<file path="src/rtl/frame_byte_streamer.sv">
// frame_byte_streamer
//   Packs camera pixels into PIX_PER_WORD-pixel words, buffers them in a small FIFO and
//   drains each word as a little-endian byte stream over a valid/ready handshake.
//   An optional sync byte precedes every frame. Single-shot or continuous capture.
//
// Ports
//   CLK, RST       clock, synchronous active-high reset
//   iDATA          pixel data (PIX_W bits), qualified by iDATA_VAL
//   arm            start-capture pulse (only honoured while fully idle)
//   continuous     re-arm automatically at frame end (sampled at frame end)
//   o_byte         byte to transmit driver, qualified by o_byte_valid
//   i_byte_ready   driver accepts the byte this cycle
//   busy           capture or transmit in progress
//   frame_done     one-cycle pulse after the last byte of a frame transfers
//   overflow       sticky: a completed word was dropped because the FIFO was full
//   fifo_empty     registered FIFO-empty flag
module frame_byte_streamer #(
    parameter int unsigned PIX_W        = 12,
    parameter int unsigned PIX_PER_WORD = 3,
    parameter int unsigned FRAME_WORDS  = 102400,
    parameter int unsigned FIFO_DEPTH   = 16,
    parameter bit          HDR_EN       = 1'b1,
    parameter logic [7:0]  SYNC_BYTE    = 8'hA5
) (
    input  logic             CLK,
    input  logic             RST,
    input  logic [PIX_W-1:0] iDATA,
    input  logic             iDATA_VAL,
    input  logic             arm,
    input  logic             continuous,
    output logic [7:0]       o_byte,
    output logic             o_byte_valid,
    input  logic             i_byte_ready,
    output logic             busy,
    output logic             frame_done,
    output logic             overflow,
    output logic             fifo_empty
);

    localparam int unsigned W      = PIX_W * PIX_PER_WORD;
    localparam int unsigned NBYTES = (W + 7) / 8;
    localparam int unsigned SW     = NBYTES * 8;
    localparam int unsigned PIW    = (PIX_PER_WORD > 1) ? $clog2(PIX_PER_WORD) : 1;
    localparam int unsigned CW     = $clog2(FRAME_WORDS + 1);
    localparam int unsigned AW     = (FIFO_DEPTH > 1) ? $clog2(FIFO_DEPTH) : 1;
    localparam int unsigned CNTW   = AW + 1;
    localparam int unsigned BW     = (NBYTES > 1) ? $clog2(NBYTES) : 1;

    localparam logic [PIW-1:0]  LAST_PIX  = PIW'(PIX_PER_WORD - 1);
    localparam logic [CW-1:0]   LAST_WORD = CW'(FRAME_WORDS - 1);
    localparam logic [BW-1:0]   LAST_BYTE = BW'(NBYTES - 1);
    localparam logic [CNTW-1:0] FULL_CNT  = CNTW'(FIFO_DEPTH);

    typedef enum logic [1:0] {CIdle, CCapt, CWait} cap_state_e;
    typedef enum logic [1:0] {TIdle, THdr, TWaitW, TByte} tx_state_e;

    cap_state_e cap_state;
    tx_state_e  tx_state;

    // Capture side
    logic [PIX_W-1:0] pack [PIX_PER_WORD];
    logic [PIW-1:0]   pix_idx;
    logic [CW-1:0]    word_cnt;   // words completed, dropped or not
    logic [CW-1:0]    enq_cnt;    // words actually written to the FIFO
    logic [W-1:0]     word_in;

    // FIFO
    logic [W-1:0]     mem [FIFO_DEPTH];
    logic [AW-1:0]    wr_ptr;
    logic [AW-1:0]    rd_ptr;
    logic [CNTW-1:0]  count;
    logic [CNTW-1:0]  count_next;
    logic             last_pix;
    logic             push;
    logic             pop;

    // Transmit side
    logic [SW-1:0]    head_ext;
    logic [SW-1:0]    shift;      // bytes still to send after the one on o_byte
    logic [BW-1:0]    byte_idx;
    logic [CW-1:0]    tx_word_cnt;
    logic             restart;
    logic             frame_end;

    // Completed word: buffered pixels plus the pixel arriving this cycle in the top slot.
    always_comb begin
        word_in = '0;
        for (int unsigned i = 0; i + 1 < PIX_PER_WORD; i++) begin
            word_in[i*PIX_W +: PIX_W] = pack[i];
        end
        word_in[(PIX_PER_WORD-1)*PIX_W +: PIX_W] = iDATA;
    end

    assign last_pix = (cap_state == CCapt) && iDATA_VAL && (pix_idx == LAST_PIX);
    assign pop      = (tx_state == TWaitW) && (count != '0);
    // A same-cycle pop frees a slot, so a write into a full FIFO still succeeds.
    assign push     = last_pix && ((count != FULL_CNT) || pop);

    always_comb begin
        count_next = count;
        case ({push, pop})
            2'b10:   count_next = count + CNTW'(1);
            2'b01:   count_next = count - CNTW'(1);
            default: count_next = count;
        endcase
    end

    always_ff @(posedge CLK) begin
        if (push) begin
            mem[wr_ptr] <= word_in;
        end
    end

    always_ff @(posedge CLK) begin
        if (RST) begin
            wr_ptr     <= '0;
            rd_ptr     <= '0;
            count      <= '0;
            fifo_empty <= 1'b1;
        end else begin
            if (push) wr_ptr <= wr_ptr + AW'(1);
            if (pop)  rd_ptr <= rd_ptr + AW'(1);
            count      <= count_next;
            fifo_empty <= (count_next == '0);
        end
    end

    assign head_ext = SW'(mem[rd_ptr]);

    // Frame ends on the last byte of the last enqueued word, once capture has stopped.
    assign frame_end = (tx_state == TByte) && i_byte_ready && (byte_idx == LAST_BYTE) &&
                       (tx_word_cnt + CW'(1) == enq_cnt) && (cap_state == CWait);

    // Capture FSM
    always_ff @(posedge CLK) begin
        if (RST) begin
            cap_state <= CIdle;
            pix_idx   <= '0;
            word_cnt  <= '0;
            enq_cnt   <= '0;
            overflow  <= 1'b0;
            for (int unsigned i = 0; i < PIX_PER_WORD; i++) begin
                pack[i] <= '0;
            end
        end else begin
            case (cap_state)
                CIdle: begin
                    if (arm) begin
                        cap_state <= CCapt;
                        pix_idx   <= '0;
                        word_cnt  <= '0;
                        enq_cnt   <= '0;
                    end
                end
                CCapt: begin
                    if (iDATA_VAL) begin
                        if (pix_idx == LAST_PIX) begin
                            pix_idx  <= '0;
                            word_cnt <= word_cnt + CW'(1);
                            if (push) begin
                                enq_cnt <= enq_cnt + CW'(1);
                            end else begin
                                overflow <= 1'b1;
                            end
                            if (word_cnt == LAST_WORD) begin
                                cap_state <= CWait;
                            end
                        end else begin
                            pack[pix_idx] <= iDATA;
                            pix_idx       <= pix_idx + PIW'(1);
                        end
                    end
                end
                CWait: begin
                    if (frame_end) begin
                        if (continuous) begin
                            cap_state <= CCapt;
                            pix_idx   <= '0;
                            word_cnt  <= '0;
                            enq_cnt   <= '0;
                        end else begin
                            cap_state <= CIdle;
                        end
                    end
                end
                default: cap_state <= CIdle;
            endcase
        end
    end

    // Transmit FSM; o_byte / o_byte_valid / frame_done are registered here.
    always_ff @(posedge CLK) begin
        if (RST) begin
            tx_state     <= TIdle;
            o_byte       <= '0;
            o_byte_valid <= 1'b0;
            frame_done   <= 1'b0;
            restart      <= 1'b0;
            shift        <= '0;
            byte_idx     <= '0;
            tx_word_cnt  <= '0;
        end else begin
            frame_done <= 1'b0;
            case (tx_state)
                TIdle: begin
                    if (restart || (arm && (cap_state == CIdle))) begin
                        restart     <= 1'b0;
                        tx_word_cnt <= '0;
                        if (HDR_EN) begin
                            tx_state     <= THdr;
                            o_byte       <= SYNC_BYTE;
                            o_byte_valid <= 1'b1;
                        end else begin
                            tx_state <= TWaitW;
                        end
                    end
                end
                THdr: begin
                    if (i_byte_ready) begin
                        tx_state     <= TWaitW;
                        o_byte       <= '0;
                        o_byte_valid <= 1'b0;
                    end
                end
                TWaitW: begin
                    if (count != '0) begin
                        tx_state     <= TByte;
                        o_byte       <= head_ext[7:0];
                        o_byte_valid <= 1'b1;
                        shift        <= head_ext >> 8;
                        byte_idx     <= '0;
                    end
                end
                TByte: begin
                    if (i_byte_ready) begin
                        if (byte_idx == LAST_BYTE) begin
                            o_byte       <= '0;
                            o_byte_valid <= 1'b0;
                            tx_word_cnt  <= tx_word_cnt + CW'(1);
                            if (frame_end) begin
                                frame_done <= 1'b1;
                                restart    <= continuous;
                                tx_state   <= TIdle;
                            end else begin
                                tx_state <= TWaitW;
                            end
                        end else begin
                            o_byte   <= shift[7:0];
                            shift    <= shift >> 8;
                            byte_idx <= byte_idx + BW'(1);
                        end
                    end
                end
                default: tx_state <= TIdle;
            endcase
        end
    end

    assign busy = (cap_state != CIdle) || (tx_state != TIdle);

endmodule
</file>
<file path="config.mk">
export PLATFORM = sky130hd
export DESIGN_NAME = frame_byte_streamer
export DESIGN_NICKNAME = d
export VERILOG_FILES = /design/src/rtl/frame_byte_streamer.sv
export SDC_FILE = /design/constraint.sdc
export NUM_CORES = 1
export LEC_CHECK = 0
export CORE_ASPECT_RATIO = 1.25
export CORE_MARGIN = 5
export CORE_UTILIZATION = 50
export DETAILED_ROUTE_END_ITERATION = 10
export PLACE_DENSITY = 0.78
export SETUP_SLACK_MARGIN = 0.15
export SLEW_MARGIN = 20
export SYNTH_ARGS = -nofsm -noshare
export SYNTH_HDL_FRONTEND = slang
export SYNTH_SLANG_ARGS = --single-unit
export TNS_END_PERCENT = 50
</file>
<file path="constraint.sdc">
create_clock -name CLK -period 4.2 [get_ports CLK]
set_input_delay 0.42 -clock CLK [delete_from_list [all_inputs] [get_ports CLK]]
set_output_delay 0.42 -clock CLK [all_outputs]
set_load 0.02 [all_outputs]
</file>
==> results.cfg <==
[synth]
synthArstFlopShare = 0
yosys_warnings = 0
synth_edf_count = 600
yosysSeqAreaShare = 0.7075
synth_area_per_cell_sq_um = 17.25
synth_cell_types = 64
synth_cells = 1670
syn-num-nets = 1702
synthFlopType = edfxtp_1
netlist_area_sq_mm = 0.02881
synth_seq_cells = 718

[cells_and_area]
utilization = 0.5726
drive_above_1_share = 0.2111
fin_area_sq_mm = 0.03272
nNetsFinal = 1736
syn2layout_area_growth_pct = 13.57
layout_common_cells = 600 x edfxtp_1, 180 x mux4_2, 114 x dfxtp_1, 103 x nor2_1, 90 x nand2_1
antenna_cells = 0
final_common_cell = edfxtp_1

[power]
power_density_mw_per_mm2 = 455.8
irDropWorstVdd_mv = 0.3745
p_leak_nw = 10.10
totalPowerFinal_mw = 14.91

[placed_design]
hpwlAfterDp_microns = 35670
gp_routability_congestion = 0.8767
place_area_sq_mm = 0.03023
io_buffers = 30

[drt]
route.detailed.drc = 0
drt-total-wl_microns = 67090
initialDrtViolationCount = 2121
viasPerCell = 6.409
ant_nets = 0
vias = 16100
drtPass1Iterations = 6
wl_per_cell_microns = 26.71

[floorplan]
rows = 98
io_pins = 31
die_y_microns = 278.4
die_x_microns = 224.7
die_area_sq_mm = 0.06254
start_util = 0.5041
core_sq_mm = 0.05714

[clock_tree]
cts_sinks = 718
clockRootBuffer = clkbuf_16
clock_latency_ns = 0.62
path_clk_slew_ns = 0.06
clockBufferDepth = 3
htree_levels = 3
cts_tree = yes
cts_buffers = 71
postCtsResizedCells = 0
cts_hold_buf = 0
post_cts_buffers = 0

[worst_hold_path]
hold_start = RST
hp-class = input port to flip-flop
worstHoldEndpoint = word_cnt[11]$_SDFFE_PP0P_
hold_depth = 2

[critical_path]
crit_path_max_incr_delay_ns = 0.58
r2r.worst_path.cells = 9
arrival_ns = 4.10
path_cells = ha_1, nand3_1, nor4_1, xnor2_1, nand4_1, or4_1, buf_4, o21ai_4, a311oi_1
r2r_setup_slack_ns = 0.53
crit_fanout = 19
cp_data_required_time_ns = 4.63
cp_slowest_cell = or4_1
crit_family = simple AND/OR/NAND/NOR gates
reg2reg_to = enq_cnt[15]$_SDFFE_PP0P_
cp-start-kind = flip-flop
crit_type = flip-flop to flip-flop
reg2reg_from = tx_word_cnt[0]$_SDFFE_PP0P_
crit_buf_inv = 1
crit_path_end_kind = flip-flop

[sta]
rsz0062_at_grt = no
min_period_over_period = 0.8727
finClkSkew_ns = 0.03320
setup_viol = 0
finalCriticalPeriod_ns = 3.665
hold_ws_ns = 0.2508
worst_slew_pin_slew_ns = 1.112
fmax_ghz = 0.2728
hold_viol_final = 0
fin_tns_setup_ns = 0
slew-limit-headroom = 0.2584
maxSlewViolCount = 0

[global_routing]
overflow = 0
grt_pass1_wl_microns = 102400
grt_max_degree = 86
antenna_found_initial = 0
grt_pass1_vias = 16410
grt_use_total = 0.2157

[status]
status = complete, no violations

[job]
maxCapViolCount = 0
[routing by layer]
layer  part of all wire  vias to the layer above  wire (microns)  track usage
li1                   -                     6791               -            -
met1               0.37                     8258           24890       0.2812
met2               0.51                      880           34340       0.3696
met3              0.078                      171            5248      0.03239
met4              0.039                        0            2616      0.08199
met5                  0                        -               0            0
[per-stage QoR]
step | setup slack (ns) | cells
finish | 0.5346 | 2512
global route | 0.3749 | 2512
CTS | 0.6287 | 2511
detailed placement | 0.6348 | 2380
global placement | 0.7952 | 2380
floorplan | -0.3157 | 1670
[Yosys cell counts (3+ instances only)]
cell type  number  area share
a41oi_1         3     0.00091
nor4_1         15      0.0033
dfxtp_1       118       0.082
and2_1         31      0.0067
nor4b_1         3     0.00091
nand3b_1        6      0.0016
clkbuf_1       69      0.0090
xnor2_1        12      0.0036
and4_1          4      0.0012
a211oi_1        7      0.0018
mux4_2        180        0.14
o211ai_1       14      0.0036
nand4_1        22      0.0048
inv_1          16      0.0021
nor3_1         28      0.0049
a21oi_1        57      0.0099
edfxtp_1      600        0.63
o221ai_1        4      0.0012
and3_1          7      0.0015
nand2b_1       10      0.0022
nand4b_1        4      0.0012
ha_1           13      0.0056
buf_4           4      0.0010
a31oi_1        18      0.0039
xor2_1         17      0.0052
or4_1           5      0.0013
a221oi_1        6      0.0018
or3_1           8      0.0017
a21o_1          5      0.0013
nor2_1        115       0.015
a22oi_1        10      0.0026
nand3_1        24      0.0042
nor2b_1         6      0.0013
o21ai_0        23      0.0040
buf_2          17      0.0030
nand2_1        90       0.012
or2_2           7      0.0015
a311oi_1       40       0.012
buf_1          17      0.0022
mux2i_1         6      0.0021
[registers in the layout, summed over array words and instances (netlist names), 2 cells and up, named ones only]
name and count:
count 5, shift 28, o_byte 8, enq_cnt 17, rd_ptr 4, tx_state 2, pack 24, byte_idx 3
wr_ptr 4, word_cnt 17, mem 576, cap_state 2, tx_word_cnt 17, pix_idx 2
[kinds of logic (layout without fill, tap and decap cells)]
family,Yosys count,after routing,synth area share
AOI/OAI and AO/OA,206,206,0.04926
DFF,718,718,0.7075
xor gates and xnor gates,29,29,0.008817
muxes,187,187,0.1432
adders and majority gates,14,14,0.006342
buffers and inverters,125,217,0.01785
and+or+nand+nor,391,391,0.06706
[worst reg2reg max path, cell delays in order, from the launching register on]
cell and delay [ns]:
dfxtp_1 0.43, ha_1 0.37, nand3_1 0.37, nor4_1 0.51, xnor2_1 0.20, nand4_1 0.12
or4_1 0.58, buf_4 0.25, o21ai_4 0.46, a311oi_1 0.22
[final cells by class]
type,instances,area [sq um]
tap,750,938.4
fill,4106,24420
clock buffer,87,1941
sequential,718,20390
multi-input combinational,827,8071
inverter,16,60.06
timing repair buffer,70,783.3
clock inverter,44,530.5
[how the worst max path moves through the flow]
stage,endpoint,startpoint,depth (start not counted),slack [ns]
floorplan,mem[2][0]$_DFFE_PP_,iDATA_VAL,5,-0.32
global placement,enq_cnt[12]$_SDFFE_PP0P_,tx_word_cnt[0]$_SDFFE_PP0P_,9,0.80
detailed placement,enq_cnt[9]$_SDFFE_PP0P_,tx_word_cnt[0]$_SDFFE_PP0P_,9,0.63
CTS,enq_cnt[15]$_SDFFE_PP0P_,tx_word_cnt[0]$_SDFFE_PP0P_,9,0.63
global route,enq_cnt[15]$_SDFFE_PP0P_,tx_word_cnt[0]$_SDFFE_PP0P_,9,0.37
finish,enq_cnt[15]$_SDFFE_PP0P_,tx_word_cnt[0]$_SDFFE_PP0P_,9,0.53
[power by group]
part	internal, mW	leakage [nW]	switching [mW]
registers	7.75	6.42	0.101
clock network	3.89	1.20	2.73
logic	0.152	2.48	0.288
(Power assumes the default switching activity.)
